### src/rtl/mono_data_tx.sv
// Hit buffer and serial readout for the monolithic pixel chip.
// Hits are queued in a FIFO; each DAQ READ edge shifts one word out on DATA, MSB first.
module mono_data_tx #(
  parameter int DEPTH     = 16,
  parameter int WORD_BITS = 27
) (
  input  logic                 CLK,
  input  logic                 RST,
  input  logic                 HIT_WRITE,
  input  logic [WORD_BITS-1:0] HIT_DATA,
  output logic                 HIT_FULL,
  input  logic                 nRST,
  input  logic                 FREEZE,
  input  logic                 READ,
  output logic                 TOKEN,
  output logic                 DATA,
  output logic                 BUSY,
  output logic [7:0]           LOST_CNT
);
  localparam int AW = $clog2(DEPTH);
  localparam int CW = AW + 1;
  localparam int BW = $clog2(WORD_BITS);

  typedef enum logic [1:0] {IDLE, LOAD, SHIFT} state_t;
  state_t state, state_nxt;

  logic [WORD_BITS-1:0] mem [DEPTH];
  logic [AW-1:0]        wr_ptr, rd_ptr;
  logic [CW-1:0]        count, count_nxt, pending, pending_nxt;
  logic [WORD_BITS-1:0] shreg;
  logic [BW-1:0]        bit_cnt;
  logic                 read_q, read_prev, freeze_q, token_nxt;
  logic                 push, pop, lost, rd_rise, avail;

  assign HIT_FULL = (count == CW'(DEPTH));
  assign pop      = (state == LOAD) && (count != '0);
  // A full buffer still accepts a hit when the same cycle frees a slot.
  assign push     = nRST && HIT_WRITE && (!HIT_FULL || pop);
  assign lost     = nRST && HIT_WRITE && HIT_FULL && !pop;
  assign rd_rise  = read_q && !read_prev;
  assign avail    = freeze_q ? (pending != '0) : (count != '0);
  assign BUSY     = (state == SHIFT);
  assign DATA     = (state == SHIFT) && shreg[WORD_BITS-1];

  always_comb begin
    count_nxt   = nRST ? (count + CW'(push) - CW'(pop)) : '0;
    pending_nxt = pending;
    if (!nRST)
      pending_nxt = '0;
    else if (FREEZE && !freeze_q)
      pending_nxt = count - CW'(pop);
    else if (freeze_q && pop && (pending != '0))
      pending_nxt = pending - 1'b1;
    token_nxt = FREEZE ? (pending_nxt != '0) : (count_nxt != '0);
  end

  always_comb begin
    state_nxt = state;
    case (state)
      IDLE:    if (rd_rise && avail) state_nxt = LOAD;
      LOAD:    state_nxt = pop ? SHIFT : IDLE;
      SHIFT:   if (bit_cnt == '0) state_nxt = IDLE;
      default: state_nxt = IDLE;
    endcase
    if (!nRST) state_nxt = IDLE;
  end

  always_ff @(posedge CLK) begin
    if (RST) state <= IDLE;
    else     state <= state_nxt;
  end

  always_ff @(posedge CLK) begin
    if (!RST && push) mem[wr_ptr] <= HIT_DATA;
  end

  always_ff @(posedge CLK) begin
    if (RST) begin
      wr_ptr    <= '0;
      rd_ptr    <= '0;
      count     <= '0;
      pending   <= '0;
      TOKEN     <= 1'b0;
      freeze_q  <= 1'b0;
      read_q    <= 1'b0;
      read_prev <= 1'b0;
      shreg     <= '0;
      bit_cnt   <= '0;
      LOST_CNT  <= '0;
    end else begin
      count    <= count_nxt;
      pending  <= pending_nxt;
      TOKEN    <= token_nxt;
      freeze_q <= FREEZE;
      if (!nRST) begin
        wr_ptr    <= '0;
        rd_ptr    <= '0;
        read_q    <= 1'b0;
        read_prev <= 1'b0;
        shreg     <= '0;
      end else begin
        read_q    <= READ;
        read_prev <= read_q;
        if (push) wr_ptr <= wr_ptr + 1'b1;
        if (pop) begin
          rd_ptr  <= rd_ptr + 1'b1;
          shreg   <= mem[rd_ptr];
          bit_cnt <= BW'(WORD_BITS - 1);
        end else if (state == SHIFT) begin
          shreg   <= {shreg[WORD_BITS-2:0], 1'b0};
          bit_cnt <= bit_cnt - 1'b1;
        end
      end
      // Readout reset leaves the lost-hit history intact.
      if (lost && (LOST_CNT != 8'hFF)) LOST_CNT <= LOST_CNT + 8'd1;
    end
  end
endmodule

### config.mk
export PLATFORM = sky130hd
export DESIGN_NAME = mono_data_tx
export DESIGN_NICKNAME = d
export VERILOG_FILES = /design/src/rtl/mono_data_tx.sv
export SDC_FILE = /design/constraint.sdc
export NUM_CORES = 1
export LEC_CHECK = 0
export ABC_AREA = 1
export CORE_UTILIZATION = 30
export DETAILED_ROUTE_END_ITERATION = 6
export GPL_TIMING_DRIVEN = 0
export MAX_ROUTING_LAYER = met4
export SKIP_LAST_GASP = 1
export SYNTH_ARGS = -nofsm -noshare
export SYNTH_HDL_FRONTEND = slang
export SYNTH_SLANG_ARGS = --single-unit
### constraint.sdc
create_clock -name CLK -period 4.2 [get_ports CLK]
set_clock_uncertainty 0.15 [all_clocks]
set_input_delay 0.42 -clock CLK [delete_from_list [all_inputs] [get_ports CLK]]
set_output_delay 0.42 -clock CLK [all_outputs]
set_load 0.03 [all_outputs]
==> results.py <==
metrics = {
    "status": {
        "outcome": "completed",
    },
    "flow_run": {
        "cap_violations": 0,
    },
    "synthesis": {
        "ys_seq_area_frac": 0.6907,
        "yosys-top-cells-area": "edfxtp_1 63%, dfxtp_1 6.6%, mux2i_1 4.9%, o211ai_1 4.0%, a21oi_1 3.8%",
        "syn-num-nets": 1707,
        "yosys_most_used_dff": "edfxtp_1",
        "synth_edf_count": 432,
        "synth_top_area_share": 0.6251,
        "yosys.area.top_type": "edfxtp_1",
        "syn_inst": 1654,
        "synthesis.area_sq_um": 20750,
        "syn_area_per_cell_sq_um": 12.55,
        "synthTopCellsByCount": "432 x edfxtp_1, 203 x inv_1, 159 x a21oi_1",
        "ys_seq_elements": 500,
        "async_flop_share": 0,
        "yosys_warnings": 0,
        "synth_cell_types": 39,
        "synth.most_common_cell": "edfxtp_1",
    },
    "timing": {
        "hold_viol": 0,
        "setup_slack_ns": 0.4825,
        "setup_viol": 0,
        "period_needed_ns": 3.718,
        "slew_headroom": 0.3367,
        "fmax_ghz": 0.2690,
        "rsz0062_at_grt": "false",
        "fin_tns_setup_ns": 0,
        "min_period_over_period": 0.8851,
        "holdWs_ns": 0.1404,
        "worst_pin_slew_ns": 0.9949,
        "slew_viol_final": 0,
    },
    "setup_path": {
        "startpoint_type": "flip-flop",
        "rrSetupSlack_ns": 0.48,
        "criticalPathCategory": "reg2reg",
        "startpoint": "count[2]",
        "r2r.worst_path.cells": 18,
        "cp.required_ns": 4.55,
        "cp_common_cell": "inv_1",
        "r2r_start": "count[2]",
        "critPathArrivalTime_ns": 4.07,
        "crit_chain": "inv_1 -> ha_1 -> nand3_2 -> nand2_2 -> inv_1 -> buf_2 -> ha_1 -> inv_1 -> ha_1 -> inv_1 -> fa_1 -> nor2_1 -> nor2_1 -> o21bai_1 -> a21oi_1 -> o21a_1 -> a21oi_1 -> nor2_1",
        "r2r-end": "TOKEN",
        "end_kind": "flip-flop",
        "cpMaxStageDelayCell": "fa_1",
        "path_max_fanout": 11,
        "cp_slowest_stage_delay_ns": 0.41,
    },
    "global_routing": {
        "grt_max_degree": 19,
        "grt_remaining_overflow": 0,
        "antenna_found_initial": 1,
        "grt_pass1_wl_um": 82010,
        "grt_pass1_vias": 12980,
        "track_usage": 0.1624,
    },
    "layout": {
        "n_antenna_cell": 0,
        "multi_input_area_sq_um": 5172,
        "syn2layout_area_growth_pct": 19.02,
        "fillers": 6565,
        "drive_above_1_share": 0.08895,
        "final_nets": 1820,
        "fin_area_sq_um": 24700,
        "seq_area_sq_um": 14330,
        "instances_no_fill": 2692,
    },
    "drt": {
        "vias_per_cell": 4.996,
        "drtAntennaViolNets": 0,
        "drc_errors": 0,
        "vias": 13450,
        "wl_um": 55770,
        "first_iter_violations": 1415,
        "wire_per_inst_um": 20.72,
        "dr.pass1.iters": 5,
    },
    "pwr": {
        "power_leakage_uw": 0.008277,
        "vdd_drop_max_mv": 0.2919,
        "power_density_nw_per_um2": 428.2,
    },
    "clock_tree": {
        "numCtsBuffers": 52,
        "cts_sinks": 500,
        "cts_setup_buffers": 0,
        "insertion_delay_ns": 0.61,
        "cts_root_buf": "clkbuf_16",
        "cts_tree": "built",
        "clock_path_buffers": 3,
        "post_cts_resized": 0,
        "postCtsHoldBufs": 0,
        "clk_pin_slew_worst_paths_ns": 0.06,
        "htreeDepth": 2,
    },
    "floorplan": {
        "die-area_sq_um": 70230,
        "row_count": 96,
        "start_util": 0.3031,
        "chipWidth_um": 265,
        "coreArea_sq_um": 68470,
        "io_pins": 45,
        "die_h_um": 265,
    },
    "hold_path": {
        "hold_end": "LOST_CNT[6]",
        "hp-start": "RST",
        "hold_class": "in2reg",
        "hold_depth": 2,
    },
    "place": {
        "dpl.cell_count": 2595,
        "io_buffer_count": 43,
        "place_area_sq_um": 22830,
        "pre_cts_ws_ns": 0.5190,
        "hpwlAfterDp_um": 37000,
        "place.gp.congestion": 0.8455,
    },
}
critical path: cells and delay by family, from the launching register on:
kind / cells / cell delay, ns
AOI/OAI and AO/OA: 4 / 0.54
adders and majority gates: 4 / 1.12
buffers and inverters: 5 / 0.76
DFF: 1 / 0.37
and+or+nand+nor: 5 / 0.66
how the worst max path moves through the flow:
stage / slack [ns] / depth (start not counted) / endpoint
2_1_floorplan: 0.91 / 20 / TOKEN
6_report: 0.48 / 18 / TOKEN
3_3_place_gp: -0.77 / 9 / mem[7][19]
3_5_place_dp: 0.52 / 18 / TOKEN
5_1_grt: 0.19 / 18 / TOKEN
4_1_cts: 0.48 / 18 / TOKEN
report_power, final:
group          total (uW)  internal, uW  switching (uW)
clock network        4980          3020            1960
logic                 183          57.0             126
registers            5410          5410            6.22
metrics by stage:
stage                     utilization  power, uW
after floorplan                     -       5583
after global placement         0.3255       5687
after detailed placement       0.3335       5701
after CTS                      0.3607      10650
after global routing           0.3607      10870
final                          0.3607      10580
final cells by class:
class                   instances  share of cell area
repair buffers                 59             0.03465
multi-input cells             849              0.2094
clock inverters                29             0.01758
inverters                     210             0.03192
well taps                     882             0.04468
clock buffers                  68             0.05801
plain buffers                  95             0.02335
flip-flops and latches        500              0.5804
layout by cell type, fill, tap and decap left out, drive strengths merged, types with 2 or more instances in the layout:
cell type,n
edfxtp,432
inv,209
a21oi,159
o21ai,144
clkbuf,117
nand2,116
o211ai,110
nand3,109
mux2i,102
dfxtp,68
buf,62
nor2,61
clkdlybuf4s50,43
ha,19
clkinv,19
bufinv,10
nand4,5
nor3,5
xnor2,3
xor2,3
a31oi,2
a211oi,2
and3,2
cell families after synthesis:
group	share of synthesized area
fa+ha+maj	0.01242
simple gates	0.06403
buf+inv	0.06578
compound gates	0.1153
xor+xnor	0.002533
mux	0.04920
flops	0.6907
flip-flops by register name (all words and copies together) (netlist names), 4 cells and up, named ones only:
name,count
bit_cnt,5
mem,432
pending,5
wr_ptr,4
count,5
LOST_CNT,8
shreg,27
rd_ptr,4
per-layer routing:
metal  wire length (um)  vias to the layer above  track usage
li1                   -                     6193            -
met1              24250                     6607       0.2140
met2              25620                      543       0.2496
met3               4079                      107      0.03140
met4               1818                        0      0.05687
met5                  0                        -            -
Power figures use the tool's default switching activity.
